--- config.mk ---
export PLATFORM = sky130hd
export DESIGN_NAME = autoconfig_multi
export DESIGN_NICKNAME = d
export VERILOG_FILES = /design/src/rtl/autoconfig_multi.sv
export SDC_FILE = /design/constraint.sdc
export NUM_CORES = 1
export LEC_CHECK = 0
export CORE_ASPECT_RATIO = 0.7
export CORE_MARGIN = 1
export CORE_UTILIZATION = 41
export DETAILED_ROUTE_END_ITERATION = 6
export DONT_BUFFER_PORTS = 1
export GPL_TIMING_DRIVEN = 0
export PLACE_DENSITY_LB_ADDON = 0.1
export SLEW_MARGIN = 20
export SYNTH_ARGS = -nofsm -noshare
export SYNTH_HDL_FRONTEND = slang
export SYNTH_SLANG_ARGS = --single-unit
--- constraint.sdc ---
create_clock -name CLK -period 5 [get_ports CLK]
set_input_delay 0.5 -clock CLK [delete_from_list [all_inputs] [get_ports CLK]]
set_output_delay 0.5 -clock CLK [all_outputs]
set_load 0.02 [all_outputs]
--- src/rtl/autoconfig_multi.sv ---
`default_nettype none
// ============================================================================
// Module      : autoconfig_multi
// Description : Zorro II AutoConfig responder that presents up to four logical
//               boards in turn behind a single CFGIN_n/CFGOUT_n slot position.
//               Each enabled board answers the $E8xxxx config space until it
//               is given a base address (write $48/$4A) or shut up (write $4C).
//               Once every board is done, CFGOUT_n is asserted and one address
//               decode select per configured board is produced.
// Revision    : 1.0 - initial release
// ----------------------------------------------------------------------------
// Ports
//   CLK, RESET        bus clock, asynchronous active-high reset
//   ADDR[23:1]        68000 address bus
//   AS_n/UDS_n/RW     68000 strobes and direction
//   DIN[3:0]          write data D15:D12
//   CFGIN_n           chain enable from the previous slot
//   board_enable      per-board enable (static while out of reset)
//   CFGOUT_n          chain enable to the next slot
//   autoconfig_cycle  config access aimed at the board currently presented
//   DOUT[3:0]         registered read nibble for D15:D12
//   dtack             cycle acknowledge
//   board_select      address decode hit per configured board
//   cur_board         index of the board currently presented
// ============================================================================
module autoconfig_multi #(
    parameter int          NUM_BOARDS   = 2,
    parameter logic [15:0] MFG_ID       = 16'd5194,
    parameter logic [31:0] SERIAL       = 32'h0,
    parameter logic [7:0]  PROD_ID_BASE = 8'd7,
    parameter logic [11:0] BOARD_SIZE   = 12'h002,
    parameter logic [3:0]  BOARD_ROM    = 4'b0001,
    parameter logic [15:0] ROM_OFFSET   = 16'h0008
) (
    input  logic                  CLK,
    input  logic                  RESET,
    input  logic [23:1]           ADDR,
    input  logic                  AS_n,
    input  logic                  UDS_n,
    input  logic                  RW,
    input  logic [3:0]            DIN,
    input  logic                  CFGIN_n,
    input  logic [NUM_BOARDS-1:0] board_enable,
    output logic                  CFGOUT_n,
    output logic                  autoconfig_cycle,
    output logic [3:0]            DOUT,
    output logic                  dtack,
    output logic [NUM_BOARDS-1:0] board_select,
    output logic [1:0]            cur_board
);

    typedef enum logic [1:0] {
        S_SKIP   = 2'd0,
        S_ACTIVE = 2'd1,
        S_DONE   = 2'd2
    } state_t;

    // Board index needs one extra bit so it can step past the last board.
    localparam logic [2:0] c_num_boards = 3'(NUM_BOARDS);

    state_t                      state_q, state_d;
    logic [2:0]                  board_q, board_d;
    logic [3:0]                  dout_q;
    logic                        dtack_q;
    logic                        as_n_q;
    logic [NUM_BOARDS-1:0]       configured_q;
    logic [NUM_BOARDS-1:0]       shutup_q;
    logic [NUM_BOARDS-1:0][7:0]  base_q;

    logic [7:0] w_reg;
    logic       w_rd_qual;
    logic       w_wr_qual;
    logic [3:0] w_rd;
    logic       w_cur_en;
    logic       w_cur_rom;
    logic [2:0] w_cur_size;
    logic [7:0] w_cur_prod;
    logic       w_cur_link;
    logic       w_cur_cfg;
    logic       w_cur_shut;
    logic       w_unused;

    // Number of address bits A23.. that a board of this size decodes.
    function automatic logic [7:0] size_mask(input logic [2:0] code);
        case (code)
            3'b000:  size_mask = 8'h80;
            3'b001:  size_mask = 8'hFF;
            3'b010:  size_mask = 8'hFE;
            3'b011:  size_mask = 8'hFC;
            3'b100:  size_mask = 8'hF8;
            3'b101:  size_mask = 8'hF0;
            3'b110:  size_mask = 8'hE0;
            default: size_mask = 8'hC0;
        endcase
    endfunction

    assign w_reg            = ADDR[8:1];
    assign w_unused         = &{1'b0, ADDR[15:9]};
    assign autoconfig_cycle = (ADDR[23:16] == 8'hE8) && !CFGIN_n && (state_q == S_ACTIVE);
    assign w_rd_qual        = RW && !AS_n && autoconfig_cycle;
    // Writes act only on the first qualified edge of a bus cycle.
    assign w_wr_qual        = !RW && !AS_n && !UDS_n && autoconfig_cycle && !dtack_q;

    // Attributes of the board currently presented.
    always_comb begin
        w_cur_en   = 1'b0;
        w_cur_rom  = 1'b0;
        w_cur_size = 3'b000;
        w_cur_prod = 8'h00;
        w_cur_link = 1'b0;
        w_cur_cfg  = 1'b0;
        w_cur_shut = 1'b0;
        for (int i = 0; i < NUM_BOARDS; i++) begin
            if (board_q == 3'(i)) begin
                w_cur_en   = board_enable[i];
                w_cur_rom  = BOARD_ROM[i];
                w_cur_size = BOARD_SIZE[3*i +: 3];
                w_cur_prod = PROD_ID_BASE + 8'(i);
                w_cur_cfg  = configured_q[i];
                w_cur_shut = shutup_q[i];
                for (int j = 0; j < NUM_BOARDS; j++) begin
                    if (j > i) begin
                        w_cur_link = w_cur_link | board_enable[j];
                    end
                end
            end
        end
    end

    // Config space read mux; most registers are returned inverted.
    always_comb begin
        w_rd = 4'hF;
        case (w_reg)
            8'h00: w_rd = {2'b11, 1'b0, w_cur_rom};
            8'h01: w_rd = {w_cur_link, w_cur_size};
            8'h02: w_rd = ~w_cur_prod[7:4];
            8'h03: w_rd = ~w_cur_prod[3:0];
            8'h04: w_rd = 4'hF;
            8'h05: w_rd = 4'hF;
            8'h08: w_rd = ~MFG_ID[15:12];
            8'h09: w_rd = ~MFG_ID[11:8];
            8'h0A: w_rd = ~MFG_ID[7:4];
            8'h0B: w_rd = ~MFG_ID[3:0];
            8'h0C: w_rd = ~SERIAL[31:28];
            8'h0D: w_rd = ~SERIAL[27:24];
            8'h0E: w_rd = ~SERIAL[23:20];
            8'h0F: w_rd = ~SERIAL[19:16];
            8'h10: w_rd = ~SERIAL[15:12];
            8'h11: w_rd = ~SERIAL[11:8];
            8'h12: w_rd = ~SERIAL[7:4];
            8'h13: w_rd = ~SERIAL[3:0];
            8'h14: w_rd = w_cur_rom ? ~ROM_OFFSET[15:12] : 4'hF;
            8'h15: w_rd = w_cur_rom ? ~ROM_OFFSET[11:8]  : 4'hF;
            8'h16: w_rd = w_cur_rom ? ~ROM_OFFSET[7:4]   : 4'hF;
            8'h17: w_rd = w_cur_rom ? ~ROM_OFFSET[3:0]   : 4'hF;
            8'h20: w_rd = 4'h0;
            8'h21: w_rd = 4'h0;
            default: w_rd = 4'hF;
        endcase
    end

    // Presentation sequencer.
    always_comb begin
        state_d = state_q;
        board_d = board_q;
        case (state_q)
            S_SKIP: begin
                if (board_q >= c_num_boards) begin
                    state_d = S_DONE;
                end else if (w_cur_en) begin
                    state_d = S_ACTIVE;
                end else begin
                    board_d = board_q + 3'd1;
                end
            end
            S_ACTIVE: begin
                // Move on only once the configuring bus cycle has ended.
                if (AS_n && !as_n_q && (w_cur_cfg || w_cur_shut)) begin
                    board_d = board_q + 3'd1;
                    state_d = S_SKIP;
                end
            end
            S_DONE:  state_d = S_DONE;
            default: state_d = S_SKIP;
        endcase
    end

    always_ff @(posedge CLK or posedge RESET) begin
        if (RESET) begin
            state_q      <= S_SKIP;
            board_q      <= 3'd0;
            dout_q       <= 4'h0;
            dtack_q      <= 1'b0;
            as_n_q       <= 1'b1;
            configured_q <= '0;
            shutup_q     <= '0;
            base_q       <= '0;
        end else begin
            state_q <= state_d;
            board_q <= board_d;
            as_n_q  <= AS_n;
            if (AS_n) begin
                dtack_q <= 1'b0;
            end else if (w_rd_qual || w_wr_qual) begin
                dtack_q <= 1'b1;
            end
            if (w_rd_qual) begin
                dout_q <= w_rd;
            end
            if (w_wr_qual) begin
                for (int i = 0; i < NUM_BOARDS; i++) begin
                    if (board_q == 3'(i)) begin
                        case (w_reg)
                            8'h25: begin
                                if (!configured_q[i]) begin
                                    base_q[i][3:0] <= DIN;
                                end
                            end
                            8'h24: begin
                                if (!configured_q[i]) begin
                                    base_q[i][7:4]  <= DIN;
                                    configured_q[i] <= 1'b1;
                                end
                            end
                            8'h26:   shutup_q[i] <= 1'b1;
                            default: ;
                        endcase
                    end
                end
            end
        end
    end

    generate
        for (genvar gi = 0; gi < NUM_BOARDS; gi++) begin : g_sel
            localparam logic [7:0] c_mask = size_mask(BOARD_SIZE[3*gi +: 3]);
            assign board_select[gi] = configured_q[gi] && !AS_n &&
                                      ((ADDR[23:16] & c_mask) == (base_q[gi] & c_mask));
        end
    endgenerate

    assign CFGOUT_n  = (state_q != S_DONE);
    assign DOUT      = dout_q;
    assign dtack     = dtack_q;
    assign cur_board = board_q[1:0];

endmodule
`default_nettype wire

==> results.yml <==
power_and_ir_drop:
  p_leak_nw: 0.708
  max-vdd-ir-drop_mv: 0.177
  power_density_mw_per_mm2: 282
  power_mw: 0.433
clock_network:
  cts.sinks: 23
  tritoncts: "built"
  ctsHoldBuffers: 0
  worst_skew_pair.late_latency_ps: 270
  cts_resized: 0
  htreeDepth: 1
  post-cts-setup-buffers: 0
  clock-root-buffer: "clkbuf_8"
  cts-buffers-inserted: 3
  clkTransAtPathRegs_ps: 80
  clk_path_buf_depth: 2
sta:
  worst_slew_pin_slew_ps: 889
  hold_violations: 0
  max_clock_freq_mhz: 462
  fin_worst_skew_ps: 5.82
  setup_violations: 0
  rsz0062_at_grt: "no"
  slew_violations: 0
  period_minus_slack_ps: 2160
  min_period_over_period: 0.433
  totalNegativeSetupSlack_ps: 0
  fin_ws_ps: 2840
  max-slew-margin-rel: 0.402
synthesis:
  yosysSeqAreaShare: 0.403
  synth.avg_cell_area_sq_um: 10.1
  synth_edf_count: 0
  netlist.area_leader.share: 0.384
  ys_top_cells_by_area: "dfrtp_1, mux2_1, nor4_4"
  yosysTopAreaCell: "dfrtp_1"
  synth_warnings: 0
  synth.distinct_cells: 41
  synth_area_sq_mm: 0.00143
  postSynthCellCount: 142
  ys_ff_latch: 23
  synthesis.nets: 180
  synth-async-reset-ratio: 1.00
  synth_flop_cell: "dfrtp_1"
finish:
  drive_above_1_share: 0.116
  fin_nets: 185
  diodes: 0
  fillers: 319
  final_common_cell: "dfrtp_1"
  syn_to_final_growth_pct: 7.34
  design_area_sq_mm: 0.00154
  final_cell_mix: "dfrtp_1, nor2_1, inv_1"
  finalNonFillerCells: 193
placed_design:
  place_ws_ps: 2910
  dpl.cell_count: 189
  gp_congestion: 0.815
  dp_hpwl_mm: 2.46
  portBuffers: 0
  dpl_cell_area_sq_mm: 0.00149
routing:
  drtPass1Iterations: 4
  wl_met1_mm: 1.49
  drt-wirelength-per-cell_um: 16.2
  ant_nets: 0
  viasPerCell: 5.54
  highest_layer: "met4"
  dr_wl_met3_um: 255
  num_vias: 1070
  wl_met2_mm: 1.33
  route.detailed.drc: 0
  routed_wl_mm: 3.12
  drt-initial-drc-count: 49
setup_path:
  worst_ep_required_time_ps: 4500
  crit_arrival_ps: 1660
  cp-end-kind: "primary output"
  critPathKind: "reg2out"
  path_max_fanout: 2
  start_kind: "flip-flop"
global_route:
  antenna_found_initial: 0
  grt_util_all_layers: 0.191
  grt_pass1_vias: 1083
  grt_max_degree: 24
  grt-ovfl-total: 0
  grt_pass1_wl_mm: 5.25
hold_path:
  hp-class: "in2reg"
die:
  die_w_um: 72.7
  die_height_um: 51.5
  die_area_sq_mm: 0.00374
  initial_core_util: 0.443
  ioPinCount: 46
  num_rows: 17
  placeableCoreArea_sq_mm: 0.00323
run:
  drv_cap: 0
status:
  status: "completed"
==> cells in the mapped netlist, types with 2 or more instances <==
master and instances:
xnor2_1 6, or3b_1 2, nand2b_1 4, nor2b_1 2, nor3_1 4, a22o_1 2
nor4_4 3, nor4_1 4, o21ai_0 5, nor4_2 2, ha_1 3, a21oi_1 4
clkbuf_1 3, a31oi_1 6, mux2_1 7, inv_1 8, xor2_1 3, buf_4 2
a21o_1 5, dfrtp_1 22, nor3b_1 4, nand2_1 7, nand3b_1 4, nor2_1 13
==> logic make-up (layout without fill, tap and decap cells) <==
| logic type | count (synthesis) | after routing | synth area share |
|---|---|---|---|
| flip-flops | 23 | 23 | 0.403 |
| multiplexers | 8 | 8 | 0.0655 |
| AO/OA/AOI/OAI | 27 | 27 | 0.123 |
| buffers and inverters | 13 | 17 | 0.0393 |
| XOR/XNOR | 9 | 9 | 0.0550 |
| adder cells (fa/ha/maj) | 3 | 3 | 0.0262 |
| AND/OR/NAND/NOR | 59 | 59 | 0.288 |
==> critical path, cell delays in order (launching register included) <==
cell and delay [ps]:
dfrtp_1 400, xnor2_1 160, nand3b_1 110, nor4_1 740
==> final cells by class <==
cell class / instances / area (sq um) / share of cell area
multi-input combinational: 106 / 800 / 0.520
sequential: 23 / 577 / 0.375
tap: 47 / 58.8 / 0.0382
clock buffer: 3 / 41.3 / 0.0269
inverter: 8 / 30.0 / 0.0195
buffer: 5 / 26.3 / 0.0171
clock inverter: 1 / 5.00 / 0.00325
==> where the power goes <==
| part | switching, mW | internal [mW] |
|---|---|---|
| logic | 0.0617 | 0.0430 |
| registers | 0.0169 | 0.197 |
| clock network | 0.0588 | 0.0556 |
==> layer usage <==
metal | up-vias | GRT usage
met5 | - | 0
met4 | 0 | 0.0588
met3 | 5 | 0.0572
met2 | 30 | 0.294
met1 | 511 | 0.257
li1 | 524 | -
==> path summary, 6_finish.rpt <==
path / from / end / slack [ps] / cells past startpoint
max in group asynchronous: RESET / configured_q[0] / 4150 / 1
min: AS_n / as_n_q / 230 / 0
max: base_q[7] / board_select[0] / 2840 / 3
min reg2reg: shutup_q[0] / shutup_q[0] / 450 / 1
min in group asynchronous: RESET / base_q[2] / 300 / 1
max reg2reg: board_q[1] / DOUT[2] / 2950 / 7
==> state kept, by name, summed over array words and instances (netlist names) <==
name          count
shutup_q          2
dtack             1
DOUT              4
configured_q      2
state_q           2
base_q            8
as_n_q            1
board_q           3
==> through the flow <==
| stage | util | hold slack [ps] |
|---|---|---|
| after floorplan | - | 423 |
| after global placement | 0.461 | 445 |
| after detailed placement | 0.461 | 442 |
| after CTS | 0.476 | 217 |
| after global routing | 0.476 | 208 |
| final | 0.476 | 227 |
(Power assumes the default switching activity.)
